`src/rtl/conv_pkg.sv`:
```
// Shared width helpers and default types for the window convolution engine.
//  prod_w : width of one signed pixel*coefficient product
//  acc_w  : width of the sum of all taps (sized so it can never overflow)
//  coef_t / acc_t : coefficient and accumulator types at the default geometry
package conv_pkg;

   localparam int PIXEL_WIDTH_DEF = 8;
   localparam int COEF_WIDTH_DEF  = 8;
   localparam int NTAPS_DEF       = 9;

   // Pixel is zero-extended by one bit to become signed, hence the +1.
   function automatic int prod_w(input int pixel_w, input int coef_w);
      return pixel_w + coef_w + 1;
   endfunction

   function automatic int acc_w(input int pixel_w, input int coef_w, input int ntaps);
      return prod_w(pixel_w, coef_w) + $clog2(ntaps);
   endfunction

   typedef logic signed [COEF_WIDTH_DEF-1:0] coef_t;
   typedef logic signed [acc_w(PIXEL_WIDTH_DEF, COEF_WIDTH_DEF, NTAPS_DEF)-1:0] acc_t;

endpackage

```
`src/rtl/conv_adder_tree.sv`:
```
// Combinational sum of NTAPS signed products.
//  prod : NTAPS packed signed products, PROD_W bits each
//  sum  : signed ACC_W-bit total (ACC_W leaves headroom for every tap)
module conv_adder_tree #(
   parameter int NTAPS  = 9,
   parameter int PROD_W = 17,
   parameter int ACC_W  = 21
) (
   input  logic [NTAPS-1:0][PROD_W-1:0] prod,
   output logic signed [ACC_W-1:0]      sum
);

   // Written as a chain; synthesis rebalances it into a tree.
   always_comb begin
      sum = '0;
      for (int i = 0; i < NTAPS; i++) begin
         sum = sum + ACC_W'($signed(prod[i]));
      end
   end

endmodule

```
`src/rtl/window_conv_engine.sv`:
```
// WINDOW x WINDOW convolution engine with runtime-writable coefficients.
// Pipeline: S1 products, S2 tap sum, S3 shift/ReLU/saturate, then output register.
// Accepted beat at edge N presents its result at edge N+3.
//  clk, rst_n              : clock, async active-low reset
//  win_valid/window/win_ready : input window stream (window[r][c], row-major)
//  coef_we/coef_addr/coef_data: coefficient write port, tap index r*WINDOW+c
//  out_valid/out_pixel/out_ready : result stream
module window_conv_engine
   import conv_pkg::*;
#(
   parameter int PIXEL_WIDTH = 8,
   parameter int WINDOW      = 3,
   parameter int COEF_WIDTH  = 8,
   parameter int SHIFT       = 0,
   parameter int OUT_WIDTH   = 8,
   localparam int NTAPS      = WINDOW * WINDOW,
   localparam int AW         = (NTAPS > 1) ? $clog2(NTAPS) : 1
) (
   input  logic                                           clk,
   input  logic                                           rst_n,
   input  logic                                           win_valid,
   input  logic [WINDOW-1:0][WINDOW-1:0][PIXEL_WIDTH-1:0] window,
   output logic                                           win_ready,
   input  logic                                           coef_we,
   input  logic [AW-1:0]                                  coef_addr,
   input  logic [COEF_WIDTH-1:0]                          coef_data,
   output logic                                           out_valid,
   output logic [OUT_WIDTH-1:0]                           out_pixel,
   input  logic                                           out_ready
);

   localparam int PROD_W = prod_w(PIXEL_WIDTH, COEF_WIDTH);
   localparam int ACC_W  = acc_w(PIXEL_WIDTH, COEF_WIDTH, NTAPS);
   localparam int STAGES = 3;
   localparam logic signed [ACC_W-1:0] OUT_MAX = {{(ACC_W-OUT_WIDTH){1'b0}}, {OUT_WIDTH{1'b1}}};

   logic                                adv;
   logic [NTAPS-1:0][COEF_WIDTH-1:0]    coef_q, coef_d;
   logic [NTAPS-1:0][PROD_W-1:0]        prod_q, prod_d;
   logic signed [ACC_W-1:0]             tree_sum;
   logic signed [ACC_W-1:0]             sum_q, sum_d;
   logic signed [ACC_W-1:0]             shifted;
   logic [OUT_WIDTH-1:0]                res_q, res_d;
   logic [OUT_WIDTH-1:0]                out_pixel_q, out_pixel_d;
   // [0]=S1, [1]=S2, [2]=S3, [STAGES]=output register
   logic [STAGES:0]                     vld_pipe_q, vld_pipe_d;

   // Whole pipeline moves as one unit; only a stuck output stalls it.
   assign adv       = !vld_pipe_q[STAGES] || out_ready;
   assign win_ready = adv;
   assign out_valid = vld_pipe_q[STAGES];
   assign out_pixel = out_pixel_q;

   // Coefficient writes ignore the stall; a beat accepted on the same edge
   // multiplies with coef_q, i.e. the pre-write value.
   always_comb begin
      coef_d = coef_q;
      if (coef_we && (32'(coef_addr) < NTAPS)) begin
         coef_d[coef_addr] = coef_data;
      end
   end

   // S1: signed products, pixel zero-extended to stay non-negative
   always_comb begin
      prod_d = prod_q;
      if (adv) begin
         for (int r = 0; r < WINDOW; r++) begin
            for (int c = 0; c < WINDOW; c++) begin
               prod_d[r*WINDOW+c] = PROD_W'($signed({1'b0, window[r][c]}))
                                  * PROD_W'($signed(coef_q[r*WINDOW+c]));
            end
         end
      end
   end

   conv_adder_tree #(
      .NTAPS  (NTAPS),
      .PROD_W (PROD_W),
      .ACC_W  (ACC_W)
   ) u_tree (
      .prod (prod_q),
      .sum  (tree_sum)
   );

   // S2: tap sum
   assign sum_d = adv ? tree_sum : sum_q;

   // S3: arithmetic shift, then clamp to [0, 2**OUT_WIDTH-1]
   assign shifted = sum_q >>> SHIFT;

   always_comb begin
      res_d = res_q;
      if (adv) begin
         if (shifted[ACC_W-1])       res_d = '0;
         else if (shifted > OUT_MAX) res_d = '1;
         else                        res_d = shifted[OUT_WIDTH-1:0];
      end
   end

   // Output only loads on a real result so bubbles never disturb out_pixel.
   assign out_pixel_d = (adv && vld_pipe_q[STAGES-1]) ? res_q : out_pixel_q;
   assign vld_pipe_d  = adv ? {vld_pipe_q[STAGES-1:0], win_valid} : vld_pipe_q;

   always_ff @(posedge clk or negedge rst_n) begin
      if (!rst_n) begin
         coef_q      <= '0;
         prod_q      <= '0;
         sum_q       <= '0;
         res_q       <= '0;
         out_pixel_q <= '0;
         vld_pipe_q  <= '0;
      end else begin
         coef_q      <= coef_d;
         prod_q      <= prod_d;
         sum_q       <= sum_d;
         res_q       <= res_d;
         out_pixel_q <= out_pixel_d;
         vld_pipe_q  <= vld_pipe_d;
      end
   end

endmodule

```
`config.mk`:
```
export PLATFORM = sky130hd
export DESIGN_NAME = window_conv_engine
export DESIGN_NICKNAME = d
export VERILOG_FILES = /design/src/rtl/conv_pkg.sv /design/src/rtl/conv_adder_tree.sv /design/src/rtl/window_conv_engine.sv
export SDC_FILE = /design/constraint.sdc
export NUM_CORES = 2
export LEC_CHECK = 0
export CAP_MARGIN = 20
export CORE_ASPECT_RATIO = 1.1
export CORE_MARGIN = 2
export CORE_UTILIZATION = 58
export DETAILED_ROUTE_END_ITERATION = 8
export MAX_ROUTING_LAYER = met4
export PLACE_DENSITY = 0.83
export SLEW_MARGIN = 20
export SYNTH_ARGS = -nofsm -noshare
export SYNTH_HDL_FRONTEND = slang
export SYNTH_HIERARCHICAL = 1
export SYNTH_SLANG_ARGS = --single-unit
```
`constraint.sdc`:
```
create_clock -name clk -period 4.5 [get_ports clk]
set_input_delay 0.45 -clock clk [delete_from_list [all_inputs] [get_ports clk]]
set_output_delay 0.45 -clock clk [all_outputs]
set_load 0.05 [all_outputs]
```
# Word level (Yosys, flattened, before mapping)
# Cells that the tools add are included.
dict set report op_classes {
  add_sub_neg 8
  mul 9
  n_lt_le_gt_ge 4
  muxes 5
  n_reduce_logical 5
}
# operator n
set ops {}
lappend ops {{9-bit by 8-bit multiplier with 17-bit output} 9}
lappend ops {{21-bit by 17-bit adder with 21-bit output} 6}
lappend ops {{72-bit bitwise mux} 1}
lappend ops {{8-bit demux with 4-bit select} 1}
lappend ops {{8-bit two-way mux} 3}
lappend ops {{21-bit by 9-bit > comparator with 1-bit output (second input constant)} 1}
lappend ops {{18-bit by 17-bit adder with 19-bit output} 1}
lappend ops {{17-bit by 17-bit adder with 18-bit output} 1}
lappend ops {{4-bit by 5-bit less-than comparator with 1-bit output (second input constant)} 1}
lappend ops {{4-bit by 1-bit greater-or-equal comparator with 1-bit output (second input constant)} 1}
lappend ops {{4-bit less-than comparator (second input constant)} 1}
lappend ops {{1-bit logical AND} 3}
lappend ops {{1-bit zero test} 1}
lappend ops {{1-bit logical OR} 1}
dict set report totals {
  register_bits 266
  wordCells 53
}

# Longest topological paths before layout
dict set report depth {
  word_depth 8
  depth_mapped 18
  mapped_depth_nobuf 18
}

# Hierarchy
# Netlist, hierarchy kept.
# mod n_inst cells_each area_each_um2
set by_module_without_submodules {}
lappend by_module_without_submodules {window_conv_engine 1 3115 29334.4}
lappend by_module_without_submodules {conv_adder_tree 1 416 3995.1}

# Worst setup path before layout
# No wires, ideal clock.
dict set report synth_timing {
  path_type {register to register}
  start {register prod_q[2] in the netlist's numbering}
  end {register sum_q[20] (netlist: shifted[20])}
  arrival_time_ps 4591
  required_time_ps 4435
  slack_ps -156
  stages_incl_launch_ff 17
  path_buffers 0
  period_less_slack_ps 4656
  cell_sequence {dfrtp_1 > fa_1 > inv_1 > fa_1 > fa_1 > fa_1 > inv_1 > ha_1 > fa_1 > a21o_1 > a221oi_2 > o31ai_2 > a221o_2 > o31ai_2 > xnor2_1 > nand2_1 > nand2_1}
}
dict set report synth_via {
  elab_chain_len 8
}
# element line
set synth_lines {}
lappend synth_lines {{start, declared} window_conv_engine.sv:39} ;# logic [NTAPS-1:0][PROD_W-1:0] prod_q, prod_d;
lappend synth_lines {{start signal, assigned} window_conv_engine.sv:114} ;# prod_q <= prod_d;
lappend synth_lines {{17-bit by 17-bit adder with 18-bit output} conv_adder_tree.sv:17} ;# sum = sum + ACC_W'($signed(prod[i]));
lappend synth_lines {{18-bit by 17-bit adder with 19-bit output} conv_adder_tree.sv:17}
lappend synth_lines {{21-bit by 17-bit adder with 21-bit output (6 in series)} conv_adder_tree.sv:17}
lappend synth_lines {{named net tree_sum[20]} window_conv_engine.sv:40} ;# logic signed [ACC_W-1:0] tree_sum;
lappend synth_lines {{end signal, assigned} window_conv_engine.sv:115} ;# sum_q <= sum_d;
lappend synth_lines {{end, declared} window_conv_engine.sv:41} ;# logic signed [ACC_W-1:0] sum_q, sum_d;
# The timed path passes the listed nets, and every way through them passes these cells.
# A chain may end at the register's enable or synchronous reset.

# Final worst setup path
dict set report layout_timing {
  start {register prod_q[121] in the netlist's numbering}
  end {register sum_q[20] (netlist: shifted[20])}
}
dict set report layout_via {
  elab_chain_len 2
}
# element line
set layout_lines {}
lappend layout_lines {{21-bit by 17-bit adder with 21-bit output (2 in series)} conv_adder_tree.sv:17}
lappend layout_lines {{named net tree_sum[20]} window_conv_engine.sv:40}
# The timed path passes the listed nets, and every way through them passes these cells.

==> results.md <==
- The first global-routing pass estimated 140 mm of wire.
- The final count of pins violating max slew is 0.
- The flip-flop and latch count after synthesis is 266.
- sky130_fd_sc_hd__fa_1 takes more of the synthesized area than any other cell.
- For this run, the number of Yosys warnings is 6.
- Setup repair after global routing could not meet its margin everywhere.
- Entering global routing, the biggest net connects roughly 210 pins.
- The endpoint required time on the critical path is 5.03 ns.
- The final routed DRC violation total is 0.
- The total setup violations reported at the end of the flow is 4.
- The die covers 0.0594 sq mm.
- The peak clock frequency supported by timing is 206 MHz.
- For the final database, setup skew stands at 0.0295 ns.
- The y dimension of the die is 255 um.
- Ranked by instance count, the synthesized netlist is headed by sky130_fd_sc_hd__inv_1 (674), sky130_fd_sc_hd__fa_1 (455), sky130_fd_sc_hd__nand2_1 (437).
- The flow ran to the end, but the final reports show violations.
- The via-per-instance ratio is 5.52.
- The number of CTS-inserted buffers is 31.
- The depth of the most critical reg-to-reg path is 16.
- The cell count after synthesis is approximately 3500.
- The startpoint identified for the worst register-to-register timing path is prod_q[121].
- The worst pin sits at a relative slew slack of 19.3%.
- From left edge to right edge, the die measures around 230 um.
- STA classifies the critical path endpoint as a flip-flop.
- After layout, the worst setup slack is -0.366 ns.
- The number of H-tree levels is 1.
- The cell with the most instances on the worst path is sky130_fd_sc_hd__fa_1.
- Cells with a size suffix above 1 make up between 10% and 20% of the layout.
- In this run the core area contains 92 standard-cell rows.
- For this block, the via count after detailed routing is 26100.
- The congestion estimate from routability-driven global placement came to 0.971.
- The hold violation count in the final report is 0.
- The number of nets in the synthesized netlist is 4483.
- The register-to-register path setup slack is -0.37 ns.
- The type of the tightest min-delay check is input pin to asynchronous set/reset pin.
- For this configuration, the core starts out at a cell density of between 50% and 60%.
- The cell area after synthesis is 0.0333 sq mm.
- The layout has 4144 filler cells.
- The HPWL after detailed placement is ~66 mm.
- The register clock-pin slew on the reported worst setup and hold paths is 0.07 ns.
- At the worst endpoint, the arrival time is 5.40 ns.
- The violation count after the first detailed-routing iteration is 1663.
- The residual overflow from global routing is 0.
- Counting along the longest clock path gives a buffer depth of 3.
- The number of global-route vias before repair was 28100.
- The sum of buffers and inverters on the critical path is 2.
- By area the synthesized netlist is led by sky130_fd_sc_hd__fa_1 (27%), sky130_fd_sc_hd__dfrtp_1 (20%), sky130_fd_sc_hd__ha_1 (15%).
- In the final layout, flip-flops and latches occupy approximately 0.0067 sq mm.
- The slowest library cell on the worst path is sky130_fd_sc_hd__fa_1.
- In this design, the largest share of critical-path delay is due to adder cells.
- TritonCTS built the clock tree.
- The slew at the pin with the worst max-slew slack is 1.21 ns.
- Dividing the detail-routed wire length by the instance count gives 18.1 um.
- The overall track demand over capacity in global routing is a little under a third.
- The number of antenna diodes in the final layout is 0.
- The count of nets left with antenna violations once routing finished came out at 0.
- The net total in the final layout is 4910.
- The kind of launch point of the worst setup path is a flip-flop.
- The number of I/O pins is 99.
- Sequential elements use 20.0% of the synthesized area.
- The average instance area after synthesis is 9.44 sq um.
- For this run, the leading register cell type out of synthesis is sky130_fd_sc_hd__dfrtp_1.
- The number of iterations in the first detailed-routing pass is 6.
- The number of enable flip-flop cells after synthesis is 0.
- Wires add up to 85.5 mm.
- The cell chosen for the clock root is sky130_fd_sc_hd__clkbuf_16.
- The clock reaches the later pin of the worst-skew pair after 0.61 ns.
- The layout-stage area growth over the synthesis result is 17.7%.
- Max-cap violations in this run came to 0.
- The capture instance of the worst register-to-register path is shifted[20].
- The largest single stage delay on the critical path is about 0.54 ns.
- The count of input and output buffers is 98.
- The share of synthesized area in the top cell type comes to 27.3%.
- The number of antenna violations at the first check in global routing is 4.
- In the post-synthesis netlist, the cell with the most instances is sky130_fd_sc_hd__inv_1.
- After layout, the worst path uses 108% of the clock period.
- The core region area is 0.0571 sq mm.
- The signal on the critical path passes through fa_2 > fa_1 > inv_1 > fa_1 > fa_1 > inv_1 > ha_2 > fa_2 > a21o_1 > a221oi_4 > o31ai_2 > a221o_2 > o31ai_4 > xnor2_1 > nand2_1 > nand2_1.
- The post-synthesis cell type count is 73.
- The number of clock sinks seen by CTS is roughly 270.
- The area of combinational cells with multiple inputs is 0.0243 sq mm.
- The async set-reset flop share out of synthesis is 100%.
- In this run the worst path has a maximum fanout of 2.
- The smallest clock period supported by the final layout is computed as around 4.9 ns.
- The final reports fail on negative setup slack.
- Across all hold checks on the routed design, the worst slack comes to roughly 0.38 ns.
- The worst setup path is of the flip-flop to flip-flop kind.
==> how the worst max path moves through the flow <==
stage                startpoint          end  cells after the start
finish              prod_q[121]  shifted[20]                     16
global route        prod_q[121]  shifted[20]                     16
CTS                   prod_q[2]  shifted[20]                     16
detailed placement   window[53]  prod_q[117]                     15
global placement     window[61]  prod_q[132]                     18
floorplan           prod_q[138]  shifted[20]                     16
==> kinds of logic (layout without fill, tap and decap cells) <==
group                    count (synthesis)  in the layout  synth area share, %
adder cells (fa/ha/maj)                863            863                 42.6
AO/OA/AOI/OAI                          392            392                 7.54
buffers and inverters                  731           1182                 8.26
XOR/XNOR                                99             99                 2.60
multiplexers                            82             82                 2.76
flip-flops                             266            266                 20.0
AND/OR/NAND/NOR                       1098           1098                 16.2
==> cells in the final DEF, fill, tap and decap left out, types with 6 or more instances in the layout <==
master	count
sky130_fd_sc_hd__nor2_1	151
sky130_fd_sc_hd__a21oi_2	12
sky130_fd_sc_hd__inv_2	11
sky130_fd_sc_hd__dfrtp_2	41
sky130_fd_sc_hd__a211oi_1	21
sky130_fd_sc_hd__o21a_1	23
sky130_fd_sc_hd__xnor2_1	43
sky130_fd_sc_hd__nor2b_1	14
sky130_fd_sc_hd__a31oi_1	10
sky130_fd_sc_hd__o21bai_1	8
sky130_fd_sc_hd__nand2_1	437
sky130_fd_sc_hd__dlymetal6s2s_1	8
sky130_fd_sc_hd__clkinv_2	6
sky130_fd_sc_hd__xor2_1	54
sky130_fd_sc_hd__mux2_2	79
sky130_fd_sc_hd__buf_4	339
sky130_fd_sc_hd__nand2b_1	38
sky130_fd_sc_hd__clkinvlp_4	6
sky130_fd_sc_hd__nand3_1	28
sky130_fd_sc_hd__a21o_1	45
sky130_fd_sc_hd__nor3_1	12
sky130_fd_sc_hd__ha_4	7
sky130_fd_sc_hd__clkbuf_16	31
sky130_fd_sc_hd__fa_1	451
sky130_fd_sc_hd__a21oi_1	95
sky130_fd_sc_hd__and3_1	8
sky130_fd_sc_hd__and2_1	358
sky130_fd_sc_hd__ha_1	399
sky130_fd_sc_hd__buf_6	9
sky130_fd_sc_hd__o31ai_1	18
sky130_fd_sc_hd__clkdlybuf4s50_1	89
sky130_fd_sc_hd__o21ai_0	89
sky130_fd_sc_hd__dfrtp_1	225
sky130_fd_sc_hd__inv_1	663
==> layer usage <==
metal / track usage (%) / up-vias / share of wire, %
met1: 36.5 / 13100 / 39
met2: 51.7 / 779 / 51
met3: 2.98 / 243 / 4.8
met4: 13.7 / 0 / 5.1
li1: - / 11900 / -
met5: - / - / 0
==> layout make-up <==
cell class | count | area share [%]
clock inverters | 19 | 0.593
repair buffers | 449 | 9.44
multi-input cells | 2534 | 61.9
well taps | 752 | 2.40
flip-flops and latches | 266 | 17.1
inverters | 676 | 6.48
clock buffers | 38 | 2.12
==> stage by stage <==
stage                     instances  utilization [%]  area (sq um)  setup slack (ns)  TNS, ns
final                          4734             68.7         39200            -0.366   -0.887
after global routing           4734             68.7         39200            -0.504    -2.37
after CTS                      4712             67.7         38700            -0.248   -0.464
after detailed placement       4650             65.7         37500            -0.530   -22.56
after global placement         4650             65.7         37500            -0.441   -17.34
after floorplan                3531                -         33300           0.00985        0
==> repair_timing <==
item | in CTS | in global routing
pin swaps | 11 | 34
setup buffers | 4 | 22
endpoints found under the setup margin | 7 | 60
hold buffers | 1 | 0
gates resized for setup | 15 | 117
hold endpoints to repair | 50 | 0
==> flip-flops by register name, indices dropped and copies added (netlist names) <==
signal / cells
vld_pipe_q: 4
shifted: 21
out_pixel: 8
prod_q: 153
res_q: 8
coef_q: 72
==> worst reg2reg max path: cells and delay by family, from the launching register on <==
| family | cells | cell delay, ns |
|---|---|---|
| AO/OA/AOI/OAI | 5 | 1.25 |
| XOR/XNOR | 1 | 0.16 |
| adder cells (fa/ha/maj) | 6 | 2.67 |
| buffers and inverters | 2 | 0.11 |
| flip-flops | 1 | 0.42 |
| AND/OR/NAND/NOR | 2 | 0.19 |
Power is left out: the tool's default activity adds up to more than one toggle a clock period on the data nets, which glitch-free logic cannot reach.
